$ cat src/rtl/vga_capture_rx_if.sv
// Video-in / decoded-pixel-out bundle for vga_capture_rx.
// The source side drives pix_en/h_sync/v_sync/rgb. The receiver drives everything else.
interface vga_capture_rx_if;
  logic        pix_en;
  logic        h_sync;
  logic        v_sync;
  logic [11:0] rgb;
  logic        pix_valid;
  logic [9:0]  pix_x;
  logic [8:0]  pix_y;
  logic [11:0] pix_rgb;
  logic        frame_start;
  logic        locked;
  logic        timing_err;
  logic [7:0]  err_count;
  logic [15:0] frame_sum;
  logic        sum_valid;

  modport master (
    output pix_en, h_sync, v_sync, rgb,
    input  pix_valid, pix_x, pix_y, pix_rgb, frame_start, locked, timing_err, err_count,
           frame_sum, sum_valid
  );

  modport slave (
    input  pix_en, h_sync, v_sync, rgb,
    output pix_valid, pix_x, pix_y, pix_rgb, frame_start, locked, timing_err, err_count,
           frame_sum, sum_valid
  );
endinterface

$ cat src/rtl/vga_capture_rx.sv
// VGA sink: re-derives pixel coordinates from hsync/vsync, checks the timing and locks to it.
// Define VGA_RX_CHECKSUM_EN to get a per-frame RGB checksum on frame_sum/sum_valid.
module vga_capture_rx #(
  parameter int unsigned HActive = 640,
  parameter int unsigned HFp     = 16,
  parameter int unsigned HSync   = 96,
  parameter int unsigned HBp     = 48,
  parameter int unsigned VActive = 480,
  parameter int unsigned VFp     = 10,
  parameter int unsigned VSync   = 2,
  parameter int unsigned VBp     = 33
) (
  input logic             clk,
  input logic             reset,
  vga_capture_rx_if.slave vga_io
);

  localparam int unsigned HTotal = HActive + HFp + HSync + HBp;
  localparam int unsigned VTotal = VActive + VFp + VSync + VBp;

  localparam logic [9:0] HStart = 10'(HSync + HBp);
  localparam logic [9:0] HEnd   = 10'(HSync + HBp + HActive);
  localparam logic [9:0] VStart = 10'(VSync + VBp);
  localparam logic [9:0] VEnd   = 10'(VSync + VBp + VActive);
  localparam logic [9:0] HLast  = 10'(HTotal - 1);
  localparam logic [9:0] HTotC  = 10'(HTotal);
  localparam logic [9:0] VLast  = 10'(VTotal - 1);
  localparam logic [9:0] HSyncC = 10'(HSync);

  typedef enum logic [1:0] {StUnlocked, StMeasure, StLocked} state_e;

  state_e      state_q;
  logic        hs_q, vs_q, skip_q, err_seen_q;
  logic [9:0]  h_cnt_q, v_cnt_q;
  logic        pix_valid_q, frame_start_q, timing_err_q;
  logic [9:0]  pix_x_q;
  logic [8:0]  pix_y_q;
  logic [11:0] pix_rgb_q;
  logic [7:0]  err_count_q;

  logic       tick, hs_fall, hs_rise, vs_fall, checking, err_now, active, pix_hit;
  logic [9:0] h_cnt_inc, v_cnt_inc, h_cnt_d, v_cnt_d;

  always_comb begin
    tick      = vga_io.pix_en;
    hs_fall   = tick & hs_q & ~vga_io.h_sync;
    hs_rise   = tick & ~hs_q & vga_io.h_sync;
    vs_fall   = tick & vs_q & ~vga_io.v_sync;
    h_cnt_inc = (h_cnt_q == 10'h3FF) ? h_cnt_q : h_cnt_q + 10'd1;
    v_cnt_inc = (v_cnt_q == 10'h3FF) ? v_cnt_q : v_cnt_q + 10'd1;
    h_cnt_d   = hs_fall ? 10'd0 : h_cnt_inc;
    v_cnt_d   = vs_fall ? 10'd0 : (hs_fall ? v_cnt_inc : v_cnt_q);
    checking  = (state_q != StUnlocked);
    // A fall clears h_cnt, so a rise always sees the incremented count.
    err_now   = checking & ((hs_fall & ~skip_q & (h_cnt_q != HLast)) |
                            (tick & ~hs_fall & (h_cnt_inc == HTotC)) |
                            (hs_rise & (h_cnt_inc != HSyncC)) |
                            (vs_fall & (v_cnt_q != VLast)));
    active    = (h_cnt_d >= HStart) && (h_cnt_d < HEnd) &&
                (v_cnt_d >= VStart) && (v_cnt_d < VEnd);
    pix_hit   = tick & active & (state_q == StLocked) & ~err_now;
  end

  always_ff @(posedge clk or posedge reset) begin
    if (reset) begin
      state_q       <= StUnlocked;
      hs_q          <= 1'b1;
      vs_q          <= 1'b1;
      skip_q        <= 1'b0;
      err_seen_q    <= 1'b0;
      h_cnt_q       <= '0;
      v_cnt_q       <= '0;
      pix_valid_q   <= 1'b0;
      frame_start_q <= 1'b0;
      timing_err_q  <= 1'b0;
      pix_x_q       <= '0;
      pix_y_q       <= '0;
      pix_rgb_q     <= '0;
      err_count_q   <= '0;
    end else begin
      pix_valid_q   <= pix_hit;
      frame_start_q <= vs_fall;
      timing_err_q  <= err_now;
      if (pix_hit) begin
        pix_x_q   <= h_cnt_d - HStart;
        pix_y_q   <= 9'(v_cnt_d - VStart);
        pix_rgb_q <= vga_io.rgb;
      end
      if (err_now && (err_count_q != 8'hFF)) err_count_q <= err_count_q + 8'd1;
      if (tick) begin
        hs_q    <= vga_io.h_sync;
        vs_q    <= vga_io.v_sync;
        h_cnt_q <= h_cnt_d;
        v_cnt_q <= v_cnt_d;
        if (hs_fall && checking) skip_q <= 1'b0;
        unique case (state_q)
          StUnlocked: begin
            if (vs_fall) begin
              state_q    <= StMeasure;
              skip_q     <= 1'b1;
              err_seen_q <= 1'b0;
            end
          end
          StMeasure: begin
            // An error on the vsync-fall tick belongs to the frame that just ended.
            if (vs_fall) begin
              if (!(err_seen_q || err_now)) state_q <= StLocked;
              err_seen_q <= 1'b0;
            end else if (err_now) begin
              err_seen_q <= 1'b1;
            end
          end
          StLocked: begin
            if (err_now) begin
              state_q    <= StMeasure;
              err_seen_q <= ~vs_fall;
            end
          end
          default: state_q <= StUnlocked;
        endcase
      end
    end
  end

  assign vga_io.pix_valid   = pix_valid_q;
  assign vga_io.pix_x       = pix_x_q;
  assign vga_io.pix_y       = pix_y_q;
  assign vga_io.pix_rgb     = pix_rgb_q;
  assign vga_io.frame_start = frame_start_q;
  assign vga_io.locked      = (state_q == StLocked);
  assign vga_io.timing_err  = timing_err_q;
  assign vga_io.err_count   = err_count_q;

`ifdef VGA_RX_CHECKSUM_EN
  logic [15:0] acc_q, frame_sum_q;
  logic        sum_valid_q;

  always_ff @(posedge clk or posedge reset) begin
    if (reset) begin
      acc_q       <= '0;
      frame_sum_q <= '0;
      sum_valid_q <= 1'b0;
    end else begin
      sum_valid_q <= 1'b0;
      if (vs_fall) begin
        acc_q <= '0;
        if (state_q == StLocked) begin
          frame_sum_q <= acc_q;
          sum_valid_q <= 1'b1;
        end
      end else if (pix_hit) begin
        acc_q <= acc_q + {4'h0, vga_io.rgb};
      end
    end
  end

  assign vga_io.frame_sum = frame_sum_q;
  assign vga_io.sum_valid = sum_valid_q;
`else
  assign vga_io.frame_sum = 16'h0;
  assign vga_io.sum_valid = 1'b0;
`endif

endmodule

$ cat src/flat_wrapper.sv
// flat-port wrapper written by rule: the top's interface ports become plain ports
module vga_capture_rx_flat 
#(
  parameter int unsigned HActive = 640,
  parameter int unsigned HFp     = 16,
  parameter int unsigned HSync   = 96,
  parameter int unsigned HBp     = 48,
  parameter int unsigned VActive = 480,
  parameter int unsigned VFp     = 10,
  parameter int unsigned VSync   = 2,
  parameter int unsigned VBp     = 33
)
  (clk, reset, vga_io_pix_en, vga_io_h_sync, vga_io_v_sync, vga_io_rgb, vga_io_pix_valid, vga_io_pix_x, vga_io_pix_y, vga_io_pix_rgb, vga_io_frame_start, vga_io_locked, vga_io_timing_err, vga_io_err_count, vga_io_frame_sum, vga_io_sum_valid);
  vga_capture_rx_if vga_io_i ();
  input logic clk;
  input logic reset;
  input wire logic [$bits(vga_io_i.pix_en)-1:0] vga_io_pix_en;
  input wire logic [$bits(vga_io_i.h_sync)-1:0] vga_io_h_sync;
  input wire logic [$bits(vga_io_i.v_sync)-1:0] vga_io_v_sync;
  input wire logic [$bits(vga_io_i.rgb)-1:0] vga_io_rgb;
  output wire logic [$bits(vga_io_i.pix_valid)-1:0] vga_io_pix_valid;
  output wire logic [$bits(vga_io_i.pix_x)-1:0] vga_io_pix_x;
  output wire logic [$bits(vga_io_i.pix_y)-1:0] vga_io_pix_y;
  output wire logic [$bits(vga_io_i.pix_rgb)-1:0] vga_io_pix_rgb;
  output wire logic [$bits(vga_io_i.frame_start)-1:0] vga_io_frame_start;
  output wire logic [$bits(vga_io_i.locked)-1:0] vga_io_locked;
  output wire logic [$bits(vga_io_i.timing_err)-1:0] vga_io_timing_err;
  output wire logic [$bits(vga_io_i.err_count)-1:0] vga_io_err_count;
  output wire logic [$bits(vga_io_i.frame_sum)-1:0] vga_io_frame_sum;
  output wire logic [$bits(vga_io_i.sum_valid)-1:0] vga_io_sum_valid;
  assign vga_io_i.pix_en = vga_io_pix_en;
  assign vga_io_i.h_sync = vga_io_h_sync;
  assign vga_io_i.v_sync = vga_io_v_sync;
  assign vga_io_i.rgb = vga_io_rgb;
  assign vga_io_pix_valid = vga_io_i.pix_valid;
  assign vga_io_pix_x = vga_io_i.pix_x;
  assign vga_io_pix_y = vga_io_i.pix_y;
  assign vga_io_pix_rgb = vga_io_i.pix_rgb;
  assign vga_io_frame_start = vga_io_i.frame_start;
  assign vga_io_locked = vga_io_i.locked;
  assign vga_io_timing_err = vga_io_i.timing_err;
  assign vga_io_err_count = vga_io_i.err_count;
  assign vga_io_frame_sum = vga_io_i.frame_sum;
  assign vga_io_sum_valid = vga_io_i.sum_valid;
  vga_capture_rx #(.HActive(HActive), .HFp(HFp), .HSync(HSync), .HBp(HBp), .VActive(VActive), .VFp(VFp), .VSync(VSync), .VBp(VBp)) u_core (.clk(clk), .reset(reset), .vga_io(vga_io_i));
endmodule
$ cat config.mk
export PLATFORM = sky130hd
export DESIGN_NAME = vga_capture_rx_flat
export DESIGN_NICKNAME = d
export VERILOG_FILES = /design/src/rtl/vga_capture_rx_if.sv /design/src/rtl/vga_capture_rx.sv /design/src/flat_wrapper.sv
export SDC_FILE = /design/constraint.sdc
export NUM_CORES = 1
export LEC_CHECK = 0
export CAP_MARGIN = 30
export CORE_UTILIZATION = 43
export DETAILED_ROUTE_END_ITERATION = 12
export HOLD_SLACK_MARGIN = 0.06
export PLACE_DENSITY = 0.72
export SETUP_SLACK_MARGIN = 0.5
export SYNTH_ARGS = -nofsm -noshare
export SYNTH_HDL_FRONTEND = slang
export SYNTH_SLANG_ARGS = --single-unit
$ cat constraint.sdc
create_clock -name clk -period 6.9 [get_ports clk]
set_input_delay 1.38 -clock clk [delete_from_list [all_inputs] [get_ports clk]]
set_output_delay 1.38 -clock clk [all_outputs]
set_load 0.02 [all_outputs]
[Yosys cells after proc, flatten, opt, wreduce, memory -nomap -nowiden]
Cells that the tools add are included.
Word-level totals
  register bits: 68
  bits in latches: 0
  input port bits: 17
  output and inout bits: 60
  memories kept: 0
  bits in read-only memories: 0
  RAM bits: 0
  logic and storage cells: 92
Operators by class
  reductions and logical operators: 11
  magnitude comparators: 4
  bitwise operators: 26
  shifts and indexed selects: 0
  $add $sub $neg: 5
  divide/modulo/power cells: 0
  multiply operators: 0
  muxes and demuxes: 18
  equality and inequality tests: 14
Operators with widths (number)
  $mux W10: 5
  $eq A10 B10 Y1 const B: 3
  $add A10 B1 Y10 const B: 2
  $lt A10 B10 Y1 const B: 2
  $ne A10 B10 Y1 const B: 2
  $and A1 B1 Y1: 16
  $ge A10 B6 Y1 const B: 1
  $ge A10 B8 Y1 const B: 1
  $ne A10 B7 Y1 const B: 1
  $reduce_and A5 Y1: 2
  $sub A10 B8 Y10 const B: 1
  $sub A9 B6 Y9 const B: 1
  $add A8 B1 Y8 const B: 1
  $mux W2: 4
  $ne A8 B8 Y1 const B: 1
  $mux W1: 7
  $not A1 Y1: 7
  $ne A2 B1 Y1 const B: 3
  $pmux W2 S3: 1
  $logic_and A1 B1 Y1: 5
  $ne A3 B1 Y1 const B: 1
  $or A1 B1 Y1: 3
  $pmux W1 S3: 1
  $reduce_bool A3 Y1: 1
  6 further kinds: 6

[Longest topological paths before layout]
Gate-level depths: netlist (run 1).
  depth in word-level cells: 13
  mapped depth: 15

[Worst setup path before layout (run 1)]
Ideal clock, no wire load.
  path kind: input to register
  start point: input port vga_io_pix_en
  end point: register u_core.pix_x_q[6] (netlist: u_core.vga_io.pix_x[6])
  required time: 6.773 ns
  buffers on the path: 2
  setup time: 0.127 ns
  slack: 2.287 ns
  arrival: 4.485 ns
  stages on the path: 14
  cell sequence: clkbuf_1 -> nand3b_1 -> a31oi_1 -> nand2_1 -> a21oi_1 -> ha_1 -> a2111oi_0 -> or3_1 -> and4_1 -> o21ai_1 -> mux2i_1 -> nor4_4 -> buf_6 -> mux2_1
Between the ends
  elaborated cells on any way between the ends: 32
  classes of those cells: 1 x add/sub; 4 x order compare; 3 x mux; 21 x bitwise; 3 x reduce/logical
RTL lines
  start: declaration: line flat_wrapper.sv:17  | input wire logic [$bits(vga_io_i.pix_en)-1:0] vga_io_pix_en;
  $and A1 B1 Y1 (2 in series): line vga_capture_rx.sv:46  | hs_fall = tick & hs_q & ~vga_io.h_sync;
  $mux W10: line vga_capture_rx.sv:52  | v_cnt_d = vs_fall ? 10'd0 : (hs_fall ? v_cnt_inc : v_cnt_q);
  $mux W10 *: line vga_capture_rx.sv:52
  via u_core.v_cnt_d[1]: line vga_capture_rx.sv:42  | logic [9:0] h_cnt_inc, v_cnt_inc, h_cnt_d, v_cnt_d;
  $ge A10 B6 Y1: line vga_capture_rx.sv:60  | (v_cnt_d >= VStart) && (v_cnt_d < VEnd);
  $logic_and A1 B1 Y1: line vga_capture_rx.sv:59  | active = (h_cnt_d >= HStart) && (h_cnt_d < HEnd) &&
  $logic_and A1 B1 Y1 *: line vga_capture_rx.sv:60
  $and A1 B1 Y1 * (3 in series): line vga_capture_rx.sv:61  | pix_hit = tick & active & (state_q == StLocked) & ~err_now;
  via u_core.pix_hit: line vga_capture_rx.sv:41  | logic tick, hs_fall, hs_rise, vs_fall, checking, err_now, active, pix_hit;
  end signal: assignment: line vga_capture_rx.sv:85  | pix_x_q <= h_cnt_d - HStart;
  end: declaration: line vga_capture_rx.sv:36  | logic [9:0] pix_x_q;
The timed path passes the listed nets; every way through them passes the cells marked *.
A chain may end at the register's enable or synchronous reset.

[Worst setup path in the final report (run 1)]
  start point: input port vga_io_pix_en
  end point: register u_core.pix_x_q[3] (netlist: u_core.vga_io.pix_x[3])
Between the ends
  elaborated cells on any way between the ends: 32
  classes of those cells: 1 x add/sub; 4 x order compare; 3 x mux; 21 x bitwise; 3 x reduce/logical
RTL lines (line)
  $and A1 B1 Y1 (2 in series): vga_capture_rx.sv:46
  $mux W10: vga_capture_rx.sv:52
  $mux W10 *: vga_capture_rx.sv:52
  via u_core.v_cnt_d[1]: vga_capture_rx.sv:42
  $ge A10 B6 Y1: vga_capture_rx.sv:60
  $logic_and A1 B1 Y1: vga_capture_rx.sv:59
  $logic_and A1 B1 Y1 *: vga_capture_rx.sv:60
  $and A1 B1 Y1 * (3 in series): vga_capture_rx.sv:61
Marks and branches as above.

==> out/qor.yml, run 1 <==
r2r_slack_ns: 2.98
synth_seq_cells: 68
finalSetupViolCount: 0
hold_path_class: "reg -> reg"
tightest_slew_ns: 0.843
fmax_mhz: 197
synth-edff-count: 0
dp_hpwl_um: 6080
routedWlPerCell_um: 15.2
drt-pass1-iter-count: 9
port_buffers: 59
fp.coreArea_sq_um: 8850
worst_ep_arrival_time_ns: 5.33
die_area_sq_um: 9620
seq_area_sq_um: 1700
num_vias: 3091
hold_buffers: 0
die_height_um: 98.1
syn_avg_cell_area_sq_um: 10.4
postCtsSetupBuffers: 0
h-tree-depth: 3
dpl_cell_area_sq_um: 4570
drv_cap: 0
synthArstFlopShare: 1.00
violations: "design-rule violations"
path_class: "in -> reg"
die_x_um: 98.1
clk_latency_ns: 0.36
clockBufferDepth: 2
syn-cell-area_sq_um: 3970
vias_per_cell: 5.59
crit_start: "vga_io_pix_en"
crit-reg2reg-launch: "u_core.v_cnt_q[2]$_DFFE_PP0P_"
antenna_found_initial: 0
yosys_warnings: 0
rsz0062_at_grt: "no"
start_kind: "primary input"
cts.sinks: 68
hold_viol: 0
drive_gt1_frac: 0.106
place_ws_ns: 1.47
drt_iter0_markers: 157
max_slew_margin: 0.438
power_density_nw_per_um2: 259
layout_common_cells: "dfrtp_1, clkdlybuf4s50_1, nand2_1"
status: "finished, violations left"
fin_nets: 469
critical_path_required_ns: 7.14
routed_wl_um: 8430
power_w: 0.00124
grt_pass1_wl_um: 14500
gr-total-overflow: 0
synthFlopType: "dfrtp_1"
fin_util: 0.539
synthDistinctLibCells: 68
cts.reportedPaths.clkPinSlew_ns: 0.08
numCtsBuffers: 9
floorplan.initialDensity: 0.449
cts-root-buf: "clkbuf_8"
multi_input_area_sq_um: 2040
fin_crit_sh: 0.737
period_minus_slack_ns: 5.08
io_pins: 77
diodes: 0
gp_congestion: 0.913
ir_worst_vdd_v: 0.000231
finalSetupTns_ns: 0
ys_seq_area_frac: 0.429
drc: 7
p_leak_nw: 2.10
areaGrowthSynthToFinish_pct: 20.1
grt_use_total: 0.190
clock_skew_ns: 0.0147
ctsResizeCount: 0
fill_cells: 795
syn-instance-count: 382
worst-path-max-fanout: 24
rows: 34
hp-start: "u_core.vga_io.err_count[7]$_DFFE_PP0P_"
cts_tree: "built"
postLayoutSetupSlackWorst_ns: 1.82
layout_commonest_cell: "dfrtp_1"
drt.antenna.violating_nets: 0
grt_pass1_vias: 3055
slew_viol_final: 0
stdcell_area_sq_um: 4770
end_kind: "register"
grt_max_degree: 69
## registers in the layout, summed over array words and instances (netlist names), 2 cells and up
signal,flops
u_core.vga_io.pix_rgb,12
u_core.h_cnt_q,10
u_core.vga_io.err_count,8
u_core.vga_io.pix_y,9
u_core.v_cnt_q,10
u_core.vga_io.pix_x,10
u_core.state_q,2
## cell families (layout without fill, tap and decap cells)
kind of cell | Yosys count | in the layout | synth area share
simple gates | 113 | 113 | 0.166
xor+xnor | 24 | 24 | 0.0529
mux | 42 | 42 | 0.117
compound gates | 71 | 71 | 0.123
buf+inv | 51 | 98 | 0.0728
flops | 68 | 68 | 0.429
other cells | 1 | 17 | 0.000945
fa+ha+maj | 12 | 12 | 0.0378
## power by group
part           switching [W]  total (W)  internal, W  leakage [nW]
registers          0.0000708   0.000517     0.000446         0.905
logic               0.000211   0.000386     0.000175          1.10
clock network       0.000165   0.000333     0.000168        0.0918
total               0.000447    0.00124     0.000789          2.10
## path summary, 6_finish.rpt
check | endpoint | depth (start not counted)
setup / recovery | u_core.vga_io.pix_x[3]$_DFFE_PP0P_ | 15
hold / removal | u_core.vga_io.err_count[7]$_DFFE_PP0P_ | 1
setup reg to reg | u_core.vga_io.pix_x[3]$_DFFE_PP0P_ | 13
hold reg to reg | u_core.vga_io.err_count[7]$_DFFE_PP0P_ | 1
max in group asynchronous | u_core.h_cnt_q[6]$_DFFE_PP0P_ | 3
min in group asynchronous | u_core.vga_io.pix_x[2]$_DFFE_PP0P_ | 3
## layout make-up
class                           count  share of cell area
Multi-Input combinational cell    279               0.427
Sequential cell                    68               0.357
Timing Repair Buffer               63               0.130
Tap cell                          108              0.0283
Clock buffer                        9              0.0260
Clock inverter                      7              0.0157
Inverter                           19              0.0150
## Yosys cell counts (10+ instances only)
cell type | n | area (sq um)
o21ai_0 | 13 | 65.1
nor2_1 | 14 | 52.6
buf_4 | 18 | 135
ha_1 | 12 | 150
dfrtp_1 | 66 | 1650
mux2_1 | 27 | 304
nand2_1 | 29 | 109
inv_1 | 17 | 63.8
nand3_1 | 10 | 50.1
a21oi_1 | 20 | 100
xnor2_1 | 19 | 166
nor3_1 | 11 | 55.1
## per-layer routing
layer	GRT usage	vias up	wire length, um
met4	0.0758	0	133
met2	0.308	100	4110
li1	-	1469	-
met3	0.0458	11	452
met1	0.245	1511	3730
met5	0	-	0
## through the flow
step / hold slack (ns) / instances
floorplan: 0.457 / 398
global placement: 0.467 / 537
detailed placement: 0.476 / 537
CTS: 0.493 / 553
global route: 0.513 / 553
finish: 0.487 / 553
## critical path, cell delays in order
cell and delay [ns]:
clkdlybuf4s50_1 0.46, buf_4 0.26, nand3b_1 0.30, a31oi_1 0.32
nand2_1 0.11, a21oi_1 0.23, ha_1 0.31, a2111oi_0 0.08
or3_1 0.40, and4_1 0.17, o21ai_1 0.17, mux2i_1 0.13
nor4_4 0.31, buf_4 0.32, mux2_2 0.37
Power figures use the tool's default switching activity.
==> inputs of run 2 (changes only) <==
clock period = 5.35 ns   (was 6.9 ns; I/O delays follow)
==> out/qor.yml, run 2 (same netlist as run 1, synthesis figures left out) <==
finalSetupViolCount: 0  # unchanged
cts.sinks: 68  # unchanged
die_x_um: 98.1  # unchanged
end_kind: "register"
postLayoutSetupSlackWorst_ns: 0.820  # -0.997 ns
path_class: "in -> reg"
ir_worst_vdd_v: 0.000253  # +9.6%
diodes: 0  # unchanged
num_vias: 3043  # -1.6%
antenna_found_initial: 0  # unchanged
fill_cells: 832  # +4.7%
critical_path_required_ns: 5.58  # -1.56 ns
fin_nets: 472  # +0.64%
layout_common_cells: "dfrtp_1, clkdlybuf4s50_1, nand2_1"
gp_congestion: 0.939  # +2.9%
violations: "design-rule violations"
cts_tree: "built"
layoutNonFillerInstCount: 556  # +0.54%
tightest_slew_ns: 0.667  # -0.176 ns
drt_iter0_markers: 140  # -11%
fmax_mhz: 221
period_minus_slack_ns: 4.53
place_inst: 540  # +0.56%
max_slew_margin: 0.555  # +0.117
cts-root-buf: "clkbuf_8"
numCtsBuffers: 9  # unchanged
status: "finished, violations left"
fin_crit_sh: 0.847
grt_pass1_vias: 3070  # +0.49%
multi_input_area_sq_um: 2040  # unchanged
fin_util: 0.544  # +0.00523
layout_commonest_cell: "dfrtp_1"
fp.coreArea_sq_um: 8850  # unchanged
hold_path_class: "reg -> reg"
worst-path-max-fanout: 27  # +13%
p_leak_nw: 2.13  # +1.5%
hold_viol: 0  # unchanged
die_area_sq_um: 9620  # unchanged
hold_buffers: 0  # unchanged
start_kind: "primary input"
seq_area_sq_um: 1700  # unchanged
ctsResizeCount: 0  # unchanged
routedWlPerCell_um: 15.2  # -0.24%
dp_hpwl_um: 6210  # +2.2%
drt-pass1-iter-count: 10  # +1
h-tree-depth: 3  # unchanged
rsz0062_at_grt: "no"
drt.antenna.violating_nets: 0  # unchanged
largest_reg_flops: 12  # unchanged
grt_pass1_wl_um: 14600  # +0.57%
cts.reportedPaths.clkPinSlew_ns: 0.08  # about the same
clk_latency_ns: 0.34  # -0.02 ns
postCtsSetupBuffers: 0  # unchanged
port_buffers: 59  # unchanged
grt_max_degree: 38  # -45%
rows: 34  # unchanged
power_w: 0.00163  # +32%
clockBufferDepth: 2  # unchanged
grt_use_total: 0.190  # +0.000266
vias_per_cell: 5.47  # -2.1%
routed_wl_um: 8450  # +0.30%
drc: 7  # unchanged
areaGrowthSynthToFinish_pct: 21.2
slew_viol_final: 0  # unchanged
drv_cap: 0  # unchanged
clock_skew_ns: 0.00978  # -0.00493 ns
floorplan.initialDensity: 0.449  # unchanged
gr-total-overflow: 0  # unchanged
drive_gt1_frac: 0.112  # +0.00599
io_pins: 77  # unchanged
power_density_nw_per_um2: 338  # +30%
worst_ep_arrival_time_ns: 4.76  # -0.57 ns
place_ws_ns: 0.497  # -0.976 ns
die_height_um: 98.1  # unchanged
finalSetupTns_ns: 0  # unchanged
## run 2: cell count changes in the layout (fill, tap and decap cells not counted)
cell and change:
buf_4 +3, clkinvlp_4 -2, bufinv_16 +1, clkinv_4 +1
## run 2: where the power goes
group          switching [W]  internal (W)  leakage (nW)
Sequential         0.0000886      0.000576         0.905
Combinational       0.000269      0.000227          1.11
Clock               0.000202      0.000264         0.110
Total               0.000559       0.00107          2.13
## run 2: final timing paths
kind / start / endpoint / slack, ns / cells after the start
worst min-delay path: u_core.err_seen_q$_DFFE_PP0P_ / u_core.err_seen_q$_DFFE_PP0P_ / 0.49 / 1
worst max-delay path: vga_io_h_sync / u_core.vga_io.pix_rgb[7]$_DFFE_PP0P_ / 0.82 / 14
max in group asynchronous: reset / u_core.vs_q$_DFFE_PP1P_ / 3.25 / 3
min in group asynchronous: reset / u_core.h_cnt_q[2]$_DFFE_PP0P_ / 1.14 / 2
worst max register to register: u_core.v_cnt_q[2]$_DFFE_PP0P_ / u_core.vga_io.pix_rgb[7]$_DFFE_PP0P_ / 1.31 / 13
worst min register to register: u_core.err_seen_q$_DFFE_PP0P_ / u_core.err_seen_q$_DFFE_PP0P_ / 0.49 / 1
## run 2: routing by layer
metal | wire [um] | vias to the layer above | global-route usage
met2 | 4230 | 112 | 0.320
met3 | 419 | 8 | 0.0401
met4 | 86 | 0 | 0.0734
met1 | 3710 | 1449 | 0.240
met5 | 0 | - | 0
li1 | - | 1474 | -
## run 2: layout make-up
cell class | instances | share of cell area
inverters | 19 | 0.0148
repair buffers | 66 | 0.134
well taps | 108 | 0.0281
multi-input cells | 279 | 0.423
flip-flops and latches | 68 | 0.354
clock inverters | 7 | 0.0205
clock buffers | 9 | 0.0257
## run 2: worst max-delay path: stages
cell             delay, ns
clkdlybuf4s50_1       0.50
nand3b_1              0.23
a31oi_1               0.24
xnor2_1               0.13
nor2_1                0.23
ha_1                  0.30
a2111oi_0             0.08
or3_1                 0.40
and4_1                0.17
o21ai_1               0.18
mux2i_1               0.14
nor4_4                0.31
buf_4                 0.39
mux2_1                0.37
## run 2: per-stage QoR
| step | hold slack [ns] | instance area [sq um] |
|---|---|---|
| after floorplan | 0.457 | 4030 |
| after CTS | 0.490 | 4810 |
| after global placement | 0.468 | 4590 |
| final | 0.486 | 4810 |
| after detailed placement | 0.473 | 4590 |
| after global routing | 0.503 | 4810 |
